<file path="src/rtl/bcd_pkg.sv">
// Shared definitions for the BCD <-> binary conversion paths on the lab board.
// Holds the converter state encoding and the double-dabble digit constants.
package bcd_pkg;

  typedef enum logic [1:0] {
    IDLE  = 2'd0,
    SHIFT = 2'd1,
    DONE  = 2'd2
  } state_t;

  localparam logic [3:0] DIGIT_MAX = 4'd9;
  localparam logic [3:0] DD_THRESH = 4'd8;
  localparam logic [3:0] DD_CORR   = 4'd3;

endpackage

</file>
<file path="src/rtl/bcd_digit_corr.sv">
// Reverse double-dabble correction for one BCD digit after a right shift.
// A digit at 8 or above only got there from a carried-in tens bit, so take 3 off.
module bcd_digit_corr
  import bcd_pkg::*;
(
  input  logic [3:0] i_digit,
  output logic [3:0] o_digit
);

  assign o_digit = (i_digit >= DD_THRESH) ? (i_digit - DD_CORR) : i_digit;

endmodule

</file>
<file path="src/rtl/bcd2bin_seq.sv">
// Sequential packed-BCD to binary converter (reverse double-dabble, one bit per clock).
// start/busy/done handshake; any nibble above 9 is rejected with err and a zero result.
module bcd2bin_seq
  import bcd_pkg::*;
#(
  parameter int DIGITS = 4,
  parameter int BIN_W  = 14
) (
  input  logic                  i_clk,
  input  logic                  i_rst_n,
  input  logic                  i_start,
  input  logic [4*DIGITS-1:0]   i_bcd_in,
  output logic                  o_busy,
  output logic                  o_done,
  output logic [BIN_W-1:0]      o_bin_out,
  output logic                  o_err
);

  localparam int CNT_W = $clog2(BIN_W + 1);

  state_t              r_state;
  logic [4*DIGITS-1:0] r_bcdReg;
  logic [BIN_W-1:0]    r_binReg;
  logic [CNT_W-1:0]    r_count;
  logic                r_errNext;

  logic [4*DIGITS-1:0] w_bcdShift;
  logic [4*DIGITS-1:0] w_bcdCorr;
  logic                w_invalid;

  assign w_bcdShift = r_bcdReg >> 1;

  for (genvar g = 0; g < DIGITS; g++) begin : g_corr
    bcd_digit_corr u_corr (
      .i_digit(w_bcdShift[4*g +: 4]),
      .o_digit(w_bcdCorr[4*g +: 4])
    );
  end

  always_comb begin
    w_invalid = 1'b0;
    for (int d = 0; d < DIGITS; d++) begin
      if (i_bcd_in[4*d +: 4] > DIGIT_MAX) w_invalid = 1'b1;
    end
  end

  // Bad input skips the shift phase entirely and reports straight from DONE.
  always_ff @(posedge i_clk) begin
    if (!i_rst_n) begin
      r_state   <= IDLE;
      r_bcdReg  <= '0;
      r_binReg  <= '0;
      r_count   <= '0;
      r_errNext <= 1'b0;
      o_busy    <= 1'b0;
      o_done    <= 1'b0;
      o_bin_out <= '0;
      o_err     <= 1'b0;
    end else begin
      case (r_state)
        IDLE: begin
          o_done <= 1'b0;
          if (i_start) begin
            r_bcdReg <= i_bcd_in;
            r_binReg <= '0;
            r_count  <= '0;
            if (w_invalid) begin
              r_errNext <= 1'b1;
              r_state   <= DONE;
            end else begin
              r_errNext <= 1'b0;
              o_busy    <= 1'b1;
              r_state   <= SHIFT;
            end
          end
        end
        SHIFT: begin
          r_bcdReg <= w_bcdCorr;
          r_binReg <= {r_bcdReg[0], r_binReg[BIN_W-1:1]};
          r_count  <= r_count + CNT_W'(1);
          if (r_count == CNT_W'(BIN_W - 1)) begin
            o_busy  <= 1'b0;
            r_state <= DONE;
          end
        end
        DONE: begin
          o_bin_out <= r_errNext ? '0 : r_binReg;
          o_err     <= r_errNext;
          o_done    <= 1'b1;
          r_state   <= IDLE;
        end
        default: r_state <= IDLE;
      endcase
    end
  end

  // Every BCD bit must have migrated into the binary register by the end of a valid run.
  always_ff @(posedge i_clk) begin
    if (i_rst_n && r_state == DONE && !r_errNext) assert (r_bcdReg == '0);
  end

endmodule
</file>
<file path="config.mk">
export PLATFORM = sky130hd
export DESIGN_NAME = bcd2bin_seq
export DESIGN_NICKNAME = d
export VERILOG_FILES = /design/src/rtl/bcd_pkg.sv /design/src/rtl/bcd_digit_corr.sv /design/src/rtl/bcd2bin_seq.sv
export SDC_FILE = /design/constraint.sdc
export NUM_CORES = 1
export LEC_CHECK = 0
export CORE_MARGIN = 3
export CORE_UTILIZATION = 54
export CTS_CLUSTER_SIZE = 40
export DETAILED_ROUTE_END_ITERATION = 10
export GPL_TIMING_DRIVEN = 0
export PLACE_DENSITY_LB_ADDON = 0.15
export SYNTH_ARGS = -nofsm -noshare
export SYNTH_HDL_FRONTEND = slang
export SYNTH_SLANG_ARGS = --single-unit
</file>
<file path="constraint.sdc">
create_clock -name i_clk -period 1.44 [get_ports i_clk]
set_input_delay 0.288 -clock i_clk [delete_from_list [all_inputs] [get_ports i_clk]]
set_output_delay 0.288 -clock i_clk [all_outputs]
set_load 0.1 [all_outputs]
</file>
Yosys cells after proc, flatten, opt, wreduce, memory -nomap -nowiden

Cells that the tools add are included.

Flip-flop bits (word level): 54
Output and inout bits: 17

Add/sub/neg operators: 5
$lt $le $gt $ge: 8
Equality and inequality tests: 6
Mux-type cells: 25
Reductions and logical operators: 7

Operator list:

| cell                                                 | number |
|---|---|
| case mux 16 bit (2 select lines)                     | 1 |
| 2-to-1 mux 14 bit                                    | 2 |
| case mux 14 bit (2 select lines)                     | 1 |
| 2-to-1 mux 4 bit                                     | 5 |
| > comparator 4 bit (second input constant)           | 4 |
| 2-to-1 mux 16 bit                                    | 1 |
| >= comparator 4 bit (second input constant)          | 3 |
| subtractor 4 x 2 -> 4 bit (second input constant)    | 3 |
| 2-to-1 mux 1 bit                                     | 8 |
| case mux 4 bit (2 select lines)                      | 1 |
| 2-to-1 mux 2 bit                                     | 3 |
| != test 2 bit (second input constant)                | 3 |
| AND reduction 2 bit                                  | 3 |
| adder 4 x 1 -> 4 bit (second input constant)         | 1 |
| == test 4 bit (second input constant)                | 1 |
| >= comparator 3 x 4 -> 1 bit (second input constant) | 1 |
| case mux 1 bit (2 select lines)                      | 2 |
| case mux 2 bit (2 select lines)                      | 1 |
| AND reduction 4 bit                                  | 1 |
| nonzero test 2 bit                                   | 2 |
| subtractor 3 x 2 -> 4 bit (second input constant)    | 1 |
| == test 2 x 1 -> 1 bit (second input constant)       | 1 |
| == test 2 bit (second input constant)                | 1 |
| logical NOT 2 bit                                    | 1 |

Longest topological paths before layout

Word-level depth: 8
Gate-level depth with buffers: 6
Depth with buffers taken out: 6

By module

A second synthesis with hierarchy kept.

Cells, all modules: 297
Area, all modules: 2512.4 um^2

Modules (own cells, without submodules):

| module         | times used | cells each | area each (um^2) |
|---|---|---|---|
| bcd2bin_seq    | 1          | 253        | 2207.1 |
| bcd_digit_corr | 4          | 11         | 76.3 |

Worst setup path after synthesis

Ideal clock, no wire load.

Path type: reg2reg
Start point: register, netlist name o_busy
End point: register o_busy
Data arrival time: 1302 ps
Data required time: 1369 ps
Setup slack: 67 ps
Stages on the path, launching flop included: 3
Buffers on the path: 0
Period minus slack after synthesis: 1373 ps
Cells stage by stage: dfxtp_1 -> o221ai_1 -> a21oi_1

RTL lines:

| element              | RTL line          | text |
|---|---|---|
| to (signal assigned) | bcd2bin_seq.sv:55 | `o_busy <= 1'b0;` |
| to (signal assigned) | bcd2bin_seq.sv:72 | `o_busy <= 1'b1;` |
| to (signal assigned) | bcd2bin_seq.sv:82 | `o_busy <= 1'b0;` |
| to (decl)            | bcd2bin_seq.sv:13 | `output logic o_busy,` |

Final worst setup path

Start point: register o_busy
End point: output o_busy

No word-level cell between the ends.

==> results.py <==
metrics = {
    "synth": {
        "synth_compound_area_frac": 0.202,
        "ys_warn_count": 0,
        "syn_avg_cell_area_um2": 9.16,
        "netlist_area_um2": 2460,
        "syn_nets": 296,
        "synthCells": 269,
        "synthAdderAreaFrac": 0.0406,
        "ys_seq_area_frac": 0.439,
        "synth_top_family_by_area": "simple AND/OR/NAND/NOR gates",
        "synthMuxAreaShare": 0.0162,
        "synth.distinct_cells": 34,
        "synth-simple-area-share": 0.229,
        "ys_seq_elements": 54,
        "synth-xor-area-share": 0.0213,
    },
    "clock_tree": {
        "cts_hold_buffers": 0,
        "htree_levels": 2,
        "cts_sinks": 54,
        "clock_latency_ns": 0.31,
        "cts.path.max_buffers": 2,
        "cts_made_buffers": 5,
        "cts_root_buf": "clkbuf_8",
        "cts.clk_slew.worst_paths_ns": 0.10,
        "cts_tree": "yes",
    },
    "global_route": {
        "first_global_vias": 1851,
        "grt_pass1_wl_um": 9030,
        "grt-ovfl-total": 0,
        "antenna_found_initial": 0,
        "grt_use_total": 0.217,
        "grt_max_degree": 18,
    },
    "worst_setup_path": {
        "start_kind": "flop",
        "worst-path-buf-inv": 1,
        "cpMaxStageDelayCell": "buf_2",
        "path_cells": "buf_2",
        "crit_type": "reg2out",
        "worstSetupEndpointType": "output port",
        "rrSetupSlack_ns": 0.08,
        "crit_fanout": 3,
        "critPathArrivalTime_ns": 1.10,
        "cp_top_family": "buffers and inverters",
        "crit_required_ns": 1.15,
        "slowest_delay_ns": 0.43,
    },
    "worst_hold_path": {
        "hold_class": "in2reg",
    },
    "sta": {
        "max_freq_mhz": 719,
        "relSlewSlack": 0.677,
        "tightest_slew_ns": 0.488,
        "fin_crit_sh": 0.966,
        "slew_viol_final": 0,
        "skew_ns": 0.00411,
        "hold_viol": 0,
        "finalHoldWorstSlack_ns": 0.345,
        "setup_slack_ns": 0.0495,
        "min_period_ns": 1.39,
        "setup_viol": 0,
    },
    "routing": {
        "wl_per_cell_um": 15.2,
        "drtIter0Drc": 144,
        "ant_nets": 0,
        "vias": 2062,
        "drc": 0,
        "avgViaCountPerCell": 5.70,
        "first_pass_iters": 5,
        "totalWireLength_um": 5520,
    },
    "placement": {
        "place_ws_ns": -0.363,
        "place_inst": 353,
        "dp_hpwl_um": 3750,
        "io_buffers": 34,
        "gp_congestion": 0.845,
    },
    "floorplan": {
        "num_io_pins": 36,
        "start_util": 0.587,
        "die_y_um": 73.6,
        "dieWidth_um": 73.6,
        "dieArea_um2": 5410,
        "coreArea_um2": 4200,
        "rows": 23,
    },
    "final_layout": {
        "stdcell_count": 362,
        "layout-drive-gt1-share": 0.144,
        "area_delta_synth_final_pct": 18.2,
        "final_common_cell": "dfxtp_1",
        "fin_nets": 338,
        "antenna_cells": 0,
        "layout_common_cells": "dfxtp_1, nor2b_1, a21oi_1",
    },
    "pwr": {
        "power_density_nw_per_um2": 1010,
        "leakagePower_uw": 0.00113,
        "peakVddDrop_uv": 649,
    },
    "status": {
        "outcome": "completed",
    },
    "run": {
        "max_cap_viol_count": 0,
    },
}
[cells by family (layout without fill, tap and decap cells)]
logic type / after synthesis / in the layout
compound gates: 75 / 75
mux: 4 / 4
buf+inv: 27 / 70
fa+ha+maj: 8 / 8
flops: 54 / 54
xor+xnor: 6 / 6
simple gates: 95 / 95
[area by class of cell]
type	count	area (um2)
Inverter	7	26.3
Sequential cell	54	1080
Fill cell	366	1290
Tap cell	50	62.6
Multi-Input combinational cell	188	1250
Timing Repair Buffer	35	277
Clock inverter	2	16.3
Buffer	20	113
Clock buffer	6	82.6
[through the flow]
step                 util  instance area (um2)  setup TNS, ns  total power, uW
floorplan               -                 2460              0             1900
global placement    0.683                 2870         -12.83             2040
detailed placement  0.683                 2870         -13.13             2040
CTS                 0.686                 2880              0             2930
global route        0.694                 2910       -0.00550             3090
finish              0.694                 2910              0             2930
[layer usage]
metal	share of wire	global-route usage	vias up
li1	-	-	1025
met1	0.49	0.315	964
met2	0.44	0.312	66
met3	0.059	0.0506	7
met4	0.011	0.0765	0
met5	0	0	-
[state kept, by name, summed over array words and instances, names as in the netlist]
register   flops
o_bin_out     14
o_busy         1
o_done         1
o_err          1
r_bcdReg      16
r_binReg      14
r_count        4
r_errNext      1
r_state        2
[Yosys cell counts]
cell type  instances  area share
a21boi_0           1      0.0030
mux2i_1            4       0.016
o21a_1             1      0.0030
buf_4              3      0.0091
inv_1              7       0.011
o21ai_0           13       0.026
buf_6              1      0.0046
o21bai_4           1      0.0076
and3_1             1      0.0025
o22ai_1            1      0.0025
buf_2              7       0.014
a21o_1             3      0.0091
dfxtp_1           54        0.44
o221a_2            3       0.014
o21ai_1            1      0.0020
a22oi_1           18       0.055
o221ai_1           4       0.014
nor3b_1           15       0.046
nand4_1            2      0.0051
nand2_1            6      0.0091
xnor2_1            3       0.011
nor3b_2            1      0.0051
and2_1             5       0.013
nor2_4             1      0.0046
nand2b_1           2      0.0051
nor2b_1           41        0.10
xor2_1             3       0.011
ha_1               8       0.041
nand3_1            6       0.012
a21oi_1           26       0.053
clkbuf_1           9       0.014
nor3_1             1      0.0020
nor2_1            14       0.021
a222oi_1           3       0.012
[power breakdown]
part | internal (uW) | total (uW) | switching [uW]
sequential | 1540 | 1590 | 50.7
clock | 397 | 908 | 511
combinational | 192 | 433 | 241
[final timing paths]
check	depth (start not counted)	endpoint	from
setup / recovery	1	o_busy	o_busy
hold / removal	2	r_binReg[5]	i_rst_n
setup reg to reg	6	r_bcdReg[10]	r_state[1]
hold reg to reg	2	o_done	o_done
[timing repair]
item / 4_1_cts / 5_1_grt
setup endpoints to repair: 22 / 19
resized for setup: 87 / 6
setup buffers: 0 / 1
No activity file was read; power rests on OpenSTA's default activity.
==> RTL edit 1, RTL diff (config.mk and constraints unchanged) <==
The parameter `BIN_W` goes from 14 to 10.
--- a/src/rtl/bcd2bin_seq.sv
+++ b/src/rtl/bcd2bin_seq.sv
@@ -4,7 +4,7 @@
   import bcd_pkg::*;
 #(
   parameter int DIGITS = 4,
-  parameter int BIN_W  = 14
+  parameter int BIN_W  = 10
 ) (
   input  logic                  i_clk,
   input  logic                  i_rst_n,
Interface: changed (resized o_bin_out); port bits go from 36 to 32. No check against the original RTL was run, so the function may have changed too.
==> RTL edit 1 against the unedited design <==
- total power fell by 11%
- largest power group unchanged
- cell area fell by 11%
- sequential power fell by 14%
- sequential share of layout area fell by 1.4 points
- sequential cell count fell by 8
- area after synthesis fell by 11%
- first-iteration DRC count fell by 22%
- wire length fell by 10%
- setup slack improved by 0.028 ns
- largest cell class unchanged
==> RTL edit 1: results <==
INSERT INTO impl_metrics (metric_group, metric, value, unit) VALUES
('placement', 'place_inst', '319', ''),
('detailed_routing', 'drtIter0Drc', '112', ''),
('global_routing', 'grt_max_degree', '14', ''),
('power_and_ir_drop', 'power-per-cell-area', '1010', 'mW/mm^2'),
('sta', 'worst_pin_slew', '0.490', 'ns'),
('logic_synthesis', 'synthAdderAreaFrac', '0.0456', ''),
('logic_synthesis', 'synthTopCellsByArea', 'dfxtp_1, nor2b_1, a22oi_1', ''),
('placement', 'gp_congestion', '0.787', ''),
('global_routing', 'global_route.usage.total', '0.212', ''),
('layout', 'post_layout_net_count', '305', ''),
('logic_synthesis', 'muxShareOfSynthArea', '0.00456', ''),
('logic_synthesis', 'synth_compound_area_frac', '0.230', ''),
('detailed_routing', 'wl_per_cell', '15.1', 'microns'),
('outcome', 'result_of_the_run', 'complete, no violations', ''),
('power_and_ir_drop', 'total_leakage_power', '0.992', 'nW'),
('layout', 'filler_cell_count_in_the_final_layout', '327', ''),
('global_routing', 'grt_pass1_vias', '1728', ''),
('power_and_ir_drop', 'combinationalPower', '0.418', 'mW'),
('logic_synthesis', 'synth_xor_area_frac', '0.0239', ''),
('placement', 'place.port_buffers', '29', '');
==> RTL edit 1: changes by cell type after synthesis, moves of 4 or more <==
cell and delta:
a21oi_1 -8, dfxtp_1 -8, nand2_1 +4, nand3_1 -4, nor2b_1 -14, nor3b_1 -4
o21ai_0 +11, o221ai_1 -4
==> RTL edit 1: area by class of cell <==
type / count / area share
multi-input cells: 170 / 0.443
well taps: 48 / 0.0231
repair buffers: 29 / 0.0866
flip-flops and latches: 46 / 0.357
clock inverters: 1 / 0.00192
plain buffers: 18 / 0.0433
clock buffers: 7 / 0.0332
inverters: 8 / 0.0115
==> RTL edit 1: path summary, 6_finish.rpt <==
| check | startpoint | to | slack (ns) | cells after the start |
|---|---|---|---|---|
| max | o_bin_out[2]$_SDFFE_PN0P_ | o_bin_out[2] | 0.08 | 1 |
| min | i_rst_n | r_binReg[4]$_SDFFE_PN0P_ | 0.38 | 2 |
| max reg2reg | r_state[1]$_SDFFE_PN0P_ | r_count[0]$_SDFFE_PN0P_ | 0.08 | 6 |
| min reg2reg | o_done$_SDFFE_PN0P_ | o_done$_SDFFE_PN0P_ | 0.49 | 2 |
==> RTL edit 1: routing by layer <==
metal / GRT usage / share of wire / vias to the layer above
met4: 0.0553 / 0.014 / 0
met2: 0.324 / 0.46 / 48
met3: 0.0638 / 0.054 / 7
met1: 0.293 / 0.47 / 872
met5: 0 / 0 / -
li1: - / - / 918
==> RTL edit 1: stage by stage <==
step / area, sq um / hold slack, ns
after floorplan: 2190 / 0.435
after global placement: 2540 / 0.469
after detailed placement: 2540 / 0.482
after CTS: 2570 / 0.379
after global routing: 2600 / 0.430
final: 2600 / 0.385
==> RTL edit 1: repair_timing <==
action                     4_1_cts  5_1_grt
setup endpoints to repair       13        4
gates resized for setup         65       10
pin swaps                        0        1
buffers inserted                 0        0
==> RTL edit 2, RTL diff (same flow settings) <==
Without the edit above. Make the reset (`i_rst_n`) asynchronous in one clocked block.
--- a/src/rtl/bcd2bin_seq.sv
+++ b/src/rtl/bcd2bin_seq.sv
@@ -45,7 +45,7 @@
   end
 
   // Bad input skips the shift phase entirely and reports straight from DONE.
-  always_ff @(posedge i_clk) begin
+  always_ff @(posedge i_clk or negedge i_rst_n) begin
     if (!i_rst_n) begin
       r_state   <= IDLE;
       r_bcdReg  <= '0;
Behaviour: differs if i_rst_n is asserted again (counterexample within 4 cycles, from zero or initial values and one cycle with i_rst_n low); with i_rst_n held inactive, the same outputs for 10 cycles.
==> RTL edit 2 against the unedited design <==
- critical path depth stayed put
- area after synthesis is 1.8% higher
- setup slack better by 0.0093 ns
- core utilization is 2.3 points lower
- sequential cell count stayed put
- wire length is 6.5% lower
- cell area is 1.6% higher
- critical path type unchanged
- largest cell class is now flip-flops and latches
- highest routed layer unchanged
Power is not compared: it rests on default switching activity, and its combinational part moved more than twofold at a synthesized area within 25%.
==> RTL edit 2: results <==
INSERT INTO impl_metrics (metric_group, metric, value, unit) VALUES
('outcome', 'result_of_the_run', 'complete, no violations', ''),
('detailed_routing', 'wl_met2', '2350', 'microns'),
('logic_synthesis', 'postSynthNetCount', '263', ''),
('logic_synthesis', 'yosys-top-cells-count', 'dfrtp_1, nand2_1, o21ai_0', ''),
('detailed_routing', 'drt_pass1_iterations', '4', ''),
('global_routing', 'groute.layer.met1.usage', '0.307', ''),
('global_routing', 'grt_max_degree', '41', ''),
('detailed_routing', 'wl_per_cell', '15.5', 'microns'),
('global_routing', 'grt_pass1_vias', '1779', ''),
('sta', 'worst_slew_margin_rel', '0.672', ''),
('logic_synthesis', 'async_flop_share', '1.00', ''),
('detailed_routing', 'vias_after_detailed_routing', '1864', ''),
('detailed_routing', 'routedLengthMet1', '2530', 'microns'),
('placement', 'hpwl', '3600', 'microns'),
('logic_synthesis', 'yosysUniqueCellTypes', '36', ''),
('logic_synthesis', 'synthTopCellsByArea', 'dfrtp_1, a22o_1, nand2_1', ''),
('layout', 'post_layout_net_count', '308', ''),
('detailed_routing', 'met3WireLength', '228', 'microns'),
('global_routing', 'gr-usage-met2', '0.308', ''),
('placement', 'place_inst', '324', ''),
('critical_path', 'critical_path.max_fanout', '2', ''),
('placement', 'gp_congestion', '0.773', ''),
('logic_synthesis', 'yosysSeqAreaShare', '0.539', ''),
('logic_synthesis', 'synth_flop_cell', 'dfrtp_1', ''),
('placement', 'place.port_buffers', '35', '');
[RTL edit 2: cell type report]
type                    instances  area [sq um]  share of cell area
repair buffers                 38           298               0.101
multi-input cells             159          1050               0.354
flip-flops and latches         54          1350               0.456
plain buffers                  14          81.3              0.0275
well taps                      52          65.1              0.0220
inverters                       9          33.8              0.0114
clock inverters                 2          13.8             0.00465
clock buffers                   5          68.8              0.0232
[RTL edit 2: final timing paths]
check	cells past startpoint	slack, ns	end
setup / recovery	1	0.06	o_bin_out[13]
hold reg to reg	2	0.48	o_bin_out[2]$_DFFE_PN0P_
min in group i_clk	2	0.48	o_bin_out[2]$_DFFE_PN0P_
max in group asynchronous	3	0.50	r_bcdReg[3]$_DFFE_PN0P_
setup reg to reg	4	0.10	o_err$_DFFE_PN0P_
hold / removal	2	0.41	o_done$_DFFE_PN0P_
[RTL edit 2: logic make-up (layout without fill, tap and decap cells)]
| group | count (synthesis) | after routing | synth area share |
|---|---|---|---|
| mux | 3 | 3 | 0.0145 |
| xor+xnor | 6 | 6 | 0.0210 |
| compound gates | 74 | 74 | 0.202 |
| flops | 54 | 54 | 0.539 |
| simple gates | 68 | 68 | 0.139 |
| buf+inv | 23 | 68 | 0.0449 |
| fa+ha+maj | 8 | 8 | 0.0399 |
[RTL edit 2: power breakdown]
part / internal [mW] / total (mW) / switching, mW
combinational: 0.566 / 1.41 / 0.839
clock: 0.337 / 0.824 / 0.486
sequential: 1.79 / 2.09 / 0.297
total: 2.69 / 4.32 / 1.62
[RTL edit 2: repair_timing]
| item | 4_1_cts | 5_1_grt |
|---|---|---|
| endpoints found under the setup margin | 17 | 12 |
| gates resized for setup | 85 | 5 |
| endpoints found under the hold margin | 14 | 0 |
| pin swaps | 0 | 1 |
| buffers inserted | 0 | 1 |
| hold buffers | 1 | 0 |
